===== config.mk =====
export PLATFORM = sky130hd
export DESIGN_NAME = ps2_key_tracker
export DESIGN_NICKNAME = d
export VERILOG_FILES = /design/src/rtl/ps2_key_tracker.sv
export SDC_FILE = /design/constraint.sdc
export NUM_CORES = 1
export LEC_CHECK = 0
export ABC_AREA = 1
export BUFFER_PORTS_ARGS = -buffer_cell sky130_fd_sc_hd__buf_4
export CORE_MARGIN = 2
export CORE_UTILIZATION = 55
export CTS_BUF_LIST = sky130_fd_sc_hd__clkbuf_16
export DETAILED_ROUTE_END_ITERATION = 8
export PLACE_DENSITY = 0.77
export SLEW_MARGIN = 10
export SYNTH_ARGS = -nofsm -noshare
export SYNTH_HDL_FRONTEND = slang
export SYNTH_SLANG_ARGS = --single-unit
export TNS_END_PERCENT = 20

===== constraint.sdc =====
create_clock -name CLOCK_50 -period 4.1 [get_ports CLOCK_50]
set_input_delay 0.205 -clock CLOCK_50 [delete_from_list [all_inputs] [get_ports CLOCK_50]]
set_output_delay 0.205 -clock CLOCK_50 [all_outputs]
set_load 0.01 [all_outputs]

===== src/rtl/ps2_key_tracker.sv =====
// PS/2 set-2 scan-code decoder tracking held/press/release state for N_KEYS programmable keys.
// Latency: all outputs registered; they change on the edge that samples rx_valid=1.
// Backpressure: none; every rx_valid byte is consumed, release_all wins over a same-cycle byte.
module ps2_key_tracker #(
    parameter int                  N_KEYS         = 3,
    parameter logic [9*N_KEYS-1:0] KEY_CODES      = {9'h174, 9'h16B, 9'h05A},
    parameter int                  TIMEOUT_CYCLES = 50000,
    parameter int                  CNT_W          = 16
) (
    input  logic              CLOCK_50,
    input  logic              Reset,
    input  logic [7:0]        rx_data,
    input  logic              rx_valid,
    input  logic              release_all,
    output logic [N_KEYS-1:0] key_down,
    output logic [N_KEYS-1:0] key_press,
    output logic [N_KEYS-1:0] key_release,
    output logic              any_key_down,
    output logic              seq_error
);

    typedef enum logic [1:0] {
        IDLE    = 2'd0,
        EXT     = 2'd1,
        BRK     = 2'd2,
        EXT_BRK = 2'd3
    } state_t;

    localparam logic [7:0]       BYTE_E0 = 8'hE0;
    localparam logic [7:0]       BYTE_F0 = 8'hF0;
    localparam logic [CNT_W-1:0] CNT_MAX = CNT_W'(TIMEOUT_CYCLES - 1);

    state_t            state_q, state_d;
    logic [CNT_W-1:0]  cnt_q, cnt_d;
    logic [N_KEYS-1:0] down_q, down_d;
    logic [N_KEYS-1:0] press_q, press_d;
    logic [N_KEYS-1:0] rel_q, rel_d;
    logic              any_q;
    logic              err_q, err_d;

    // Decoded action of the current byte
    logic              dec_make;
    logic              dec_brk;
    logic [8:0]        dec_code;

    // Sequence FSM, timeout counter and key table update
    always_comb begin
        state_d  = state_q;
        cnt_d    = cnt_q;
        down_d   = down_q;
        press_d  = '0;
        rel_d    = '0;
        err_d    = 1'b0;
        dec_make = 1'b0;
        dec_brk  = 1'b0;
        dec_code = 9'h000;

        if (release_all) begin
            // Bulk release discards any byte arriving in the same cycle
            rel_d   = down_q;
            down_d  = '0;
            state_d = IDLE;
            cnt_d   = '0;
        end else if (rx_valid) begin
            cnt_d = '0;
            case (state_q)
                IDLE: begin
                    if (rx_data == BYTE_E0) begin
                        state_d = EXT;
                    end else if (rx_data == BYTE_F0) begin
                        state_d = BRK;
                    end else begin
                        dec_make = 1'b1;
                        dec_code = {1'b0, rx_data};
                    end
                end
                EXT: begin
                    if (rx_data == BYTE_F0) begin
                        state_d = EXT_BRK;
                    end else if (rx_data != BYTE_E0) begin
                        dec_make = 1'b1;
                        dec_code = {1'b1, rx_data};
                        state_d  = IDLE;
                    end
                end
                BRK: begin
                    if (rx_data == BYTE_F0) begin
                        err_d = 1'b1;
                    end else if (rx_data == BYTE_E0) begin
                        err_d   = 1'b1;
                        state_d = EXT;
                    end else begin
                        dec_brk  = 1'b1;
                        dec_code = {1'b0, rx_data};
                        state_d  = IDLE;
                    end
                end
                EXT_BRK: begin
                    if (rx_data == BYTE_F0 || rx_data == BYTE_E0) begin
                        err_d = 1'b1;
                    end else begin
                        dec_brk  = 1'b1;
                        dec_code = {1'b1, rx_data};
                    end
                    state_d = IDLE;
                end
                default: state_d = IDLE;
            endcase
        end else if (state_q == IDLE) begin
            cnt_d = '0;
        end else if (cnt_q == CNT_MAX) begin
            // Stalled prefix: abandon it but keep held keys as they are
            state_d = IDLE;
            cnt_d   = '0;
            err_d   = 1'b1;
        end else begin
            cnt_d = cnt_q + 1'b1;
        end

        // Every matching table entry is updated; repeats of a held key are silent
        for (int i = 0; i < N_KEYS; i++) begin
            if (KEY_CODES[9*i +: 9] == dec_code) begin
                if (dec_make && !down_q[i]) begin
                    down_d[i]  = 1'b1;
                    press_d[i] = 1'b1;
                end
                if (dec_brk && down_q[i]) begin
                    down_d[i] = 1'b0;
                    rel_d[i]  = 1'b1;
                end
            end
        end
    end

    // State and output registers
    always_ff @(posedge CLOCK_50 or posedge Reset) begin
        if (Reset) begin
            state_q <= IDLE;
            cnt_q   <= '0;
            down_q  <= '0;
            press_q <= '0;
            rel_q   <= '0;
            any_q   <= 1'b0;
            err_q   <= 1'b0;
        end else begin
            state_q <= state_d;
            cnt_q   <= cnt_d;
            down_q  <= down_d;
            press_q <= press_d;
            rel_q   <= rel_d;
            any_q   <= |down_d;
            err_q   <= err_d;
        end
    end

    assign key_down     = down_q;
    assign key_press    = press_q;
    assign key_release  = rel_q;
    assign any_key_down = any_q;
    assign seq_error    = err_q;

endmodule


==> results of run 1 <==
## worst max path at each step
stage | startpoint | endpoint | slack (ns) | cells past startpoint
2_1_floorplan | cnt_q[0] | cnt_q[12] | 2.74 | 9
3_3_place_gp | cnt_q[0] | cnt_q[11] | 2.39 | 8
3_5_place_dp | cnt_q[0] | cnt_q[11] | 2.31 | 8
4_1_cts | cnt_q[0] | cnt_q[11] | 2.29 | 8
5_1_grt | cnt_q[0] | cnt_q[11] | 2.09 | 8
6_report | cnt_q[0] | cnt_q[11] | 2.28 | 8
## registers in the layout (all words and copies together) (netlist names)
signal        count
cnt_q            16
key_down          3
key_press         3
key_release       3
state_q           2
any_key_down      1
seq_error         1
## kinds of logic after synthesis
family | Yosys count | synth area share, %
xor+xnor | 1 | 0.525
buf+inv | 39 | 9.30
simple gates | 125 | 37.2
compound gates | 25 | 8.70
fa+ha+maj | 1 | 0.750
flops | 29 | 43.5
## cell usage after synthesis
library cell   n  share of area [%]
nand3b_1       2               0.90
nor3_1         5                1.5
nand3_4        1                1.1
ha_1           1               0.75
nand3_1       14                4.2
a31oi_1        1               0.38
xor2_1         1               0.53
nand3_2        1               0.60
o21ai_4        1               0.98
dfrtp_1       29                 44
nand2_1       51                 11
a211oi_1       1               0.45
nand2_2        4                1.5
inv_1         36                8.1
nor3_2         1               0.60
a21oi_1       11                3.3
o21bai_1       1               0.45
nor2_4         5                3.4
nor4_1         2               0.75
nor2_1        26                5.9
o21ai_0        7                2.1
o21ai_1        2               0.60
buf_4          1               0.45
o21a_1         1               0.45
nor2_2         5                1.9
and3_1         1               0.38
clkinv_4       1               0.53
nand4_1        3                1.1
inv_2          1               0.22
nor3b_1        3                1.4
nand2_4        1               0.68
## where the power goes
group,switching (mW),internal [mW]
sequential,0.00308,0.289
combinational,0.0293,0.0154
clock,0.116,0.346
total,0.148,0.650
## area by class of cell
| cell class | instances | share of cell area, % |
|---|---|---|
| Clock inverter | 3 | 3.17 |
| Multi-Input combinational cell | 152 | 38.3 |
| Inverter | 38 | 7.19 |
| Timing Repair Buffer | 22 | 8.04 |
| Clock buffer | 5 | 6.09 |
| Sequential cell | 29 | 35.3 |
| Tap cell | 31 | 1.89 |
## worst register-to-register path: cells and delay by family, from the launching register on
| family | cells | cell delay [ns] |
|---|---|---|
| AND/OR/NAND/NOR | 4 | 0.63 |
| adder cells (fa/ha/maj) | 1 | 0.22 |
| flip-flops | 1 | 0.40 |
| buffers and inverters | 1 | 0.27 |
| AO/OA/AOI/OAI | 2 | 0.23 |
## placed cells by master (no fill, tap or decap), drive strengths merged
cell type   n
nand3b      2
a31oi       1
nor3b       3
nor2       36
bufinv      2
clkinv      2
nand3      16
nand2      56
clkbuf      5
and3        1
ha          1
nor3        6
o21ai      10
a21oi      11
o21bai      1
xor2        1
o21a        1
nor4        2
nand4       3
inv        37
buf        22
dfrtp      29
a211oi      1
## through the flow
step / instances / total power [mW] / hold slack [ns] / worst slack [ns]
2_1_floorplan: 220 / 0.325 / 0.283 / 2.74
3_3_place_gp: 272 / 0.340 / 0.438 / 2.39
3_5_place_dp: 272 / 0.341 / 0.465 / 2.31
4_1_cts: 280 / 0.806 / 0.219 / 2.29
5_1_grt: 280 / 0.825 / 0.237 / 2.09
6_report: 280 / 0.798 / 0.201 / 2.28
## routing by layer
| layer | part of all wire (%) | wire (um) | vias up | GRT usage, % |
|---|---|---|---|---|
| li1 | - | - | 754 | - |
| met1 | 46 | 1480 | 634 | 26.9 |
| met2 | 49 | 1590 | 22 | 37.8 |
| met3 | 3.2 | 104 | 7 | 6.33 |
| met4 | 1.8 | 59 | 0 | 9.09 |
| met5 | 0 | 0 | - | 0 |
==> impl_metrics.py, run 1 <==
metrics = {
    "worst_setup_path": {
        "critical_path.cell_chain": "ha_1 > nand2_1 > nor2_2 > nand3_1 > nand3_1 > inv_1 > o21ai_0 > a21oi_1",
        "cp.required_ns": 4.30,
        "reg2reg_slack_ns": 2.28,
        "crit_slowest_cell": "dfrtp_1",
        "worst_r2r_startpoint": "cnt_q[0]",
        "cp-start-kind": "register",
        "crit_fanout": 11,
        "crit_buf_inv": 1,
        "worstSetupPathType": "reg2reg",
        "max_stage_delay_ns": 0.40,
        "cp.arrival_ns": 2.01,
        "crit_top_cell": "nand3_1",
        "r2r-end": "cnt_q[11]",
        "worstRegToRegCells": 8,
        "cp_top_family": "simple AND/OR/NAND/NOR gates",
        "crit_path_end_kind": "register",
    },
    "grt": {
        "grt_max_degree": 30,
        "grt_pass1_vias": 1343,
        "grt_overflow": 0,
        "antenna_found_initial": 0,
        "grt_pass1_wl_um": 5820,
        "grtUsageTotal_pct": 22.4,
    },
    "timing": {
        "skew_ns": 0.00228,
        "hold_viol": 0,
        "fmax_mhz": 551,
        "drv_slew": 0,
        "worst_slew_pin_slew_ns": 1.04,
        "setup_viol": 0,
        "relSlewSlack_pct": 30.4,
        "tns_ns": 0,
        "post-route-min-period_ns": 1.82,
        "rsz0062_at_grt": "false",
        "layout_worst_path_cycle_share_pct": 44.3,
    },
    "cells_and_area": {
        "post-route-util_pct": 72.6,
        "syn_to_final_growth_pct": 23.2,
        "final_area_um2": 2050,
        "layout.nets": 261,
        "num_antenna_cells": 0,
        "multi_input_area_um2": 787,
        "drive_gt1_share_pct": 20.5,
        "register_area_um2": 726,
        "fillCellCount": 223,
    },
    "power_and_ir_drop": {
        "peakVddDrop_mv": 0.298,
        "power_density_nw_per_um2": 388,
        "p_leak_nw": 1.03,
    },
    "synth": {
        "ys_ff_latch": 29,
        "netlist_instances": 220,
        "yosys_warnings": 0,
        "synth_cell_types": 31,
        "synth_area_per_cell_um2": 7.58,
        "syn_area_um2": 1670,
        "ys_seq_area_share_pct": 43.5,
        "syn-num-nets": 233,
    },
    "clock_network": {
        "cts_tree": "done",
        "cts_buffer_depth": 2,
        "numCtsBuffers": 5,
        "cts-resized-gates": 0,
        "worstSkewPairLatency_ns": 0.27,
        "root_buffer": "clkbuf_16",
        "cts_num_sinks": 29,
        "post_cts_buffers": 0,
        "clk_pin_slew_ns": 0.05,
        "h-tree-depth": 2,
        "cts_hold_buf": 0,
    },
    "run": {
        "maxCapViolCount": 0,
    },
    "routing": {
        "drt_pass1_iterations": 4,
        "num_vias": 1417,
        "first_iter_violations": 40,
        "wl_per_cell_um": 11.6,
        "drt-total-wl_um": 3240,
        "ant_nets": 0,
        "avgViaCountPerCell": 5.06,
        "drc": 0,
    },
    "floorplanning": {
        "num_io_pins": 23,
        "coreArea_um2": 2830,
        "die_h_um": 59.1,
        "dieArea_um2": 3490,
        "start_util_pct": 59.0,
        "rows": 19,
        "die_x_um": 59.1,
    },
    "placement": {
        "dp_hpwl_um": 2450,
        "place_congestion": 0.862,
        "port_buffers": 22,
        "dpl-instance-area_um2": 1860,
    },
    "worst_hold_path": {
        "holdCritPathClass": "in2async",
    },
    "run_status": {
        "status": "finished clean",
    },
}
Note: power is estimated with default switching activity, not from simulation.
==> run 2: changes to the inputs <==
Clock period 4.1 ns to 1.8 ns, I/O delays scaled along.
==> run 2 against run 1 <==
- critical endpoint is now cnt_q[14]
- critical path depth unchanged
- global-route usage is 0.89 points higher
- combinational power rose to 2.5 times the previous value
- clock skew increased by 0.0018 ns
- setup slack worse by 2.1 ns
- sequential share of layout area is 0.065 points higher
- sequential cell count unchanged
- highest routed layer unchanged
- clock-buffer cell count unchanged
==> impl_metrics.py, run 2 (synthesis gave the netlist of run 1 again) <==
metrics = {
    "run_status": {
        "status": "finished clean",
    },
    "clock_network": {
        "clk_pin_slew_ns": 0.05,
        "cts_tree": "done",
        "numCtsBuffers": 5,
        "cts_num_sinks": 29,
        "h-tree-depth": 2,
        "root_buffer": "clkbuf_16",
        "cts_buffer_depth": 2,
        "worstSkewPairLatency_ns": 0.27,
    },
    "worst_setup_path": {
        "crit_fanout": 4,
        "cp.required_ns": 1.94,
        "crit_path_end_kind": "register",
        "cp-start-kind": "register",
        "cp.arrival_ns": 1.78,
        "worstSetupPathType": "reg2reg",
        "reg2reg_slack_ns": 0.16,
    },
    "timing": {
        "fmax_mhz": 611,
        "tns_ns": 0,
        "hold_viol": 0,
        "skew_ns": 0.00406,
        "post-route-min-period_ns": 1.64,
        "setup_viol": 0,
        "drv_slew": 0,
        "fin_hold_ws_ns": 0.107,
        "layout_worst_path_cycle_share_pct": 90.9,
        "relSlewSlack_pct": 75.2,
        "worst_slew_pin_slew_ns": 0.369,
    },
    "grt": {
        "grt_max_degree": 30,
        "grt_overflow": 0,
        "grtUsageTotal_pct": 23.3,
        "grt_pass1_wl_um": 6130,
        "antenna_found_initial": 0,
        "grt_pass1_vias": 1512,
    },
    "routing": {
        "avgViaCountPerCell": 5.26,
        "ant_nets": 0,
        "wl_per_cell_um": 11.9,
        "drt_pass1_iterations": 6,
        "drc": 0,
        "num_vias": 1493,
        "first_iter_violations": 57,
        "drt-total-wl_um": 3380,
    },
    "floorplanning": {
        "coreArea_um2": 2830,
        "die_h_um": 59.1,
        "start_util_pct": 59.0,
        "rows": 19,
        "die_x_um": 59.1,
        "num_io_pins": 23,
        "dieArea_um2": 3490,
    },
    "worst_hold_path": {
        "holdCritPathClass": "in2reg",
    },
    "power_and_ir_drop": {
        "power_density_nw_per_um2": 762,
        "p_leak_nw": 1.03,
        "peakVddDrop_mv": 0.653,
    },
    "cells_and_area": {
        "drive_gt1_share_pct": 22.1,
        "largest_reg_flops": 16,
        "layout_common_cells": "nand2_1, inv_1, dfrtp_1",
        "fillCellCount": 233,
        "layout.nets": 265,
        "regMostFlops": "cnt_q",
        "num_antenna_cells": 0,
        "syn_to_final_growth_pct": 23.0,
        "post-route-util_pct": 72.5,
        "final_common_cell": "nand2_1",
    },
    "placement": {
        "dp_hpwl_um": 2500,
        "port_buffers": 22,
        "place_congestion": 0.921,
    },
    "run": {
        "maxCapViolCount": 0,
    },
}
[run 2: critical path, stage by stage, from the launching register on]
cell and delay (ns):
dfrtp_1 0.37, ha_1 0.18, nand2_1 0.09, nor2_2 0.15, nand2_2 0.10, nor2_4 0.13, nand2_2 0.10, nor4_1 0.30
nor3_1 0.09
[run 2: where the power goes]
| part | internal (mW) | switching, mW |
|---|---|---|
| sequential | 0.657 | 0.00632 |
| clock | 0.505 | 0.283 |
| combinational | 0.0432 | 0.0689 |
| total | 1.21 | 0.358 |
[run 2: area by class of cell]
class	instances	area, um^2	area share (%)
Multi-Input combinational cell	152	798	38.9
Sequential cell	29	726	35.4
Timing Repair Buffer	26	198	9.64
Inverter	38	148	7.20
Clock buffer	5	125	6.10
Tap cell	31	38.8	1.89
Clock inverter	3	17.5	0.854
[run 2: what timing repair did]
| item | CTS | global route |
|---|---|---|
| hold endpoints to repair | 29 | 0 |
| hold buffers | 1 | 0 |
| buffers inserted | 0 | 0 |
| endpoints found under the setup margin | 0 | 6 |
| gates resized for setup | 0 | 3 |
[run 2: metal layers]
| layer | part of all wire (%) | up-vias | GRT usage, % |
|---|---|---|---|
| met5 | 0 | - | 0 |
| met3 | 4.3 | 14 | 7.21 |
| li1 | - | 765 | - |
| met1 | 42 | 682 | 25.4 |
| met4 | 2.9 | 0 | 12.0 |
| met2 | 51 | 32 | 40.5 |
[run 2: stage by stage]
step                cells  area (um^2)  setup slack (ns)  total power, mW
floorplan             220         1670             0.440            0.739
global placement      275         1890             0.272            0.782
detailed placement    275         1890             0.179            0.784
CTS                   284         2040             0.168             1.58
global route          284         2050          -0.00795             1.62
finish                284         2050             0.164             1.56
[run 2: final timing paths]
| check | endpoint | depth (start not counted) | startpoint |
|---|---|---|---|
| max | cnt_q[14] | 8 | cnt_q[0] |
| min | key_release[2] | 3 | release_all |
| max reg2reg | cnt_q[14] | 8 | cnt_q[0] |
| min reg2reg | cnt_q[0] | 1 | cnt_q[0] |
| max in group asynchronous | seq_error | 4 | Reset |
| min in group asynchronous | cnt_q[11] | 4 | Reset |
==> run 3: changes to the inputs <==
Settings changed: GPL_TIMING_DRIVEN set to 0, SETUP_SLACK_MARGIN set to 0.5.
==> run 3 against run 2 <==
- the flow now finishes with violations (hold timing)
- critical endpoint unchanged
- critical path type unchanged
- final cell count grew 2.1%
- sequential power is essentially flat
- clock-buffer cell count is the same
==> impl_metrics.py, run 3 (synthesis gave the netlist of run 1 again) <==
metrics = {
    "run_status": {
        "status": "finished, violations left",
        "failed_checks": "hold timing",
    },
    "power_and_ir_drop": {
        "power_density_nw_per_um2": 763,
        "p_comb_share_pct": 6.7,
        "internal_power_mw": 1.34,
        "power_switching_mw": 0.337,
        "p_leak_nw": 1.11,
        "switching_share_pct": 20.1,
        "p_total_mw": 1.67,
        "clkPwrFrac_pct": 53.5,
        "peakVddDrop_mv": 0.611,
        "p_seq_share_pct": 39.7,
    },
    "worst_setup_path": {
        "critical_path.cell_chain": "ha_2 > nand2_4 > nor2_4 > buf_4 > nand3_4 > nand3_4 > buf_6 > nor3_1",
        "crit_top_cell": "nand3_4",
        "cp.arrival_ns": 1.71,
        "cp.required_ns": 1.97,
        "max_stage_delay_ns": 0.40,
        "crit_path_end_kind": "register",
        "crit_fanout": 5,
        "cp-start-kind": "register",
        "crit_slowest_cell": "dfrtp_1",
        "worstSetupPathType": "reg2reg",
    },
    "timing": {
        "setup_viol": 0,
        "hold_viol": 29,
        "rsz0062_at_grt": "true",
        "drv_slew": 0,
        "tns_ns": 0,
        "post-route-min-period_ns": 1.53,
        "fin_hold_ws_ns": -0.0607,
        "timing.final.ws_setup_ns": 0.265,
        "fmax_mhz": 652,
        "relSlewSlack_pct": 33.1,
        "worst_slew_pin_slew_ns": 0.997,
        "layout_worst_path_cycle_share_pct": 85.3,
        "skew_ns": 0.00263,
    },
    "clock_network": {
        "h-tree-depth": 2,
        "numCtsBuffers": 5,
        "worstSkewPairLatency_ns": 0.27,
        "cts_tree": "done",
        "cts_hold_buf": 0,
        "cts_buffer_depth": 2,
        "cts_num_sinks": 29,
        "clk_pin_slew_ns": 0.05,
        "root_buffer": "clkbuf_16",
    },
    "grt": {
        "antenna_found_initial": 0,
        "grt_max_degree": 30,
        "grt_pass1_wl_um": 6160,
        "grt_overflow": 0,
        "grt_pass1_vias": 1470,
        "grtUsageTotal_pct": 24.2,
    },
    "run": {
        "maxCapViolCount": 0,
    },
    "placement": {
        "dp_hpwl_um": 2430,
        "port_buffers": 22,
        "place_congestion": 0.851,
        "place_ws_ns": 0.220,
    },
    "floorplanning": {
        "die_h_um": 59.1,
        "die_x_um": 59.1,
        "start_util_pct": 59.0,
        "num_io_pins": 23,
        "rows": 19,
        "dieArea_um2": 3490,
        "coreArea_um2": 2830,
    },
    "routing": {
        "num_vias": 1525,
        "first_iter_violations": 157,
        "drt-total-wl_um": 3710,
        "drt_pass1_iterations": 4,
        "wl_per_cell_um": 12.8,
        "ant_nets": 0,
        "avgViaCountPerCell": 5.26,
        "drc": 0,
    },
    "worst_hold_path": {
        "holdCritPathClass": "in2async",
    },
    "cells_and_area": {
        "final_common_cell": "nand2_1",
        "layout.nets": 271,
        "regMostFlops": "cnt_q",
        "drive_gt1_share_pct": 27.8,
        "largest_reg_flops": 16,
        "num_antenna_cells": 0,
        "syn_to_final_growth_pct": 31.6,
        "layout_common_cells": "nand2_1, inv_1, dfrtp_1, buf_4, nor2_1",
    },
}
-- run 3: changes by cell type in the layout (fill, tap and decap cells not counted), moves of 2 or more --
cell and change:
buf_4 +4, buf_6 +2, clkinv_1 +2, clkinv_2 -2, nand2_4 +2, nand3_1 -2, nand3_4 +2, nor2_1 -2
nor2_4 +2
-- run 3: metal layers --
metal  GRT usage [%]  vias to the layer above  routed length [um]
li1                -                      776                   -
met1            27.1                      690                1540
met2            42.5                       44                1840
met3            6.77                       15                 179
met4            11.0                        0                 155
met5               0                        -                   0
-- run 3: worst max-delay path: cells and delay by family, from the launching register on --
| kind | cells | cell delay [ns] |
|---|---|---|
| and+or+nand+nor | 5 | 0.52 |
| DFF | 1 | 0.40 |
| adders and majority gates | 1 | 0.22 |
| buffers and inverters | 2 | 0.31 |
-- run 3: cell type report --
type                       instances  area (um^2)
multi-input combinational        152          872
sequential                        29          726
fill                             191          634
timing repair buffer              31          234
inverter                          38          150
clock buffer                       5          125
tap                               31         38.8
clock inverter                     3         37.5
buffer                             1         11.3
-- run 3: worst paths after layout --
| check | start | to | slack, ns | depth (start not counted) |
|---|---|---|---|---|
| worst max register to register | cnt_q[0] | cnt_q[14] | 0.27 | 8 |
| worst min-delay path | Reset | cnt_q[9] | -0.06 | 2 |
| max in group asynchronous | Reset | key_release[2] | 1.40 | 2 |
| worst max-delay path | cnt_q[0] | cnt_q[14] | 0.27 | 8 |
| min in group CLOCK_50 | release_all | key_release[2] | 0.08 | 3 |
| worst min register to register | key_down[1] | key_press[1] | 0.47 | 1 |
-- run 3: repair_timing --
item,in CTS,in global routing
buffers inserted,5,3
endpoints found under the setup margin,18,21
pin swaps,6,8
resized for setup,10,13
cloned,0,1
-- run 3: metrics by stage --
step	area [um^2]	hold slack, ns	cells	util, %
final	2190	-0.0607	290	77.6
after global routing	2190	0.0130	290	77.6
after CTS	2110	0.0707	286	74.5
after detailed placement	1870	0.349	273	66.2
after global placement	1870	0.350	273	66.2
after floorplan	1670	0.168	220	-
-- run 3: power by group through the flow --
stage	logic [mW]	registers, mW	clock network [mW]
3_5_place_dp	0.103	0.674	0
6_report	0.113	0.665	0.897
4_1_cts	0.106	0.664	0.923
5_1_grt	0.128	0.665	0.951
2_1_floorplan	0.0668	0.673	0
3_3_place_gp	0.102	0.675	0
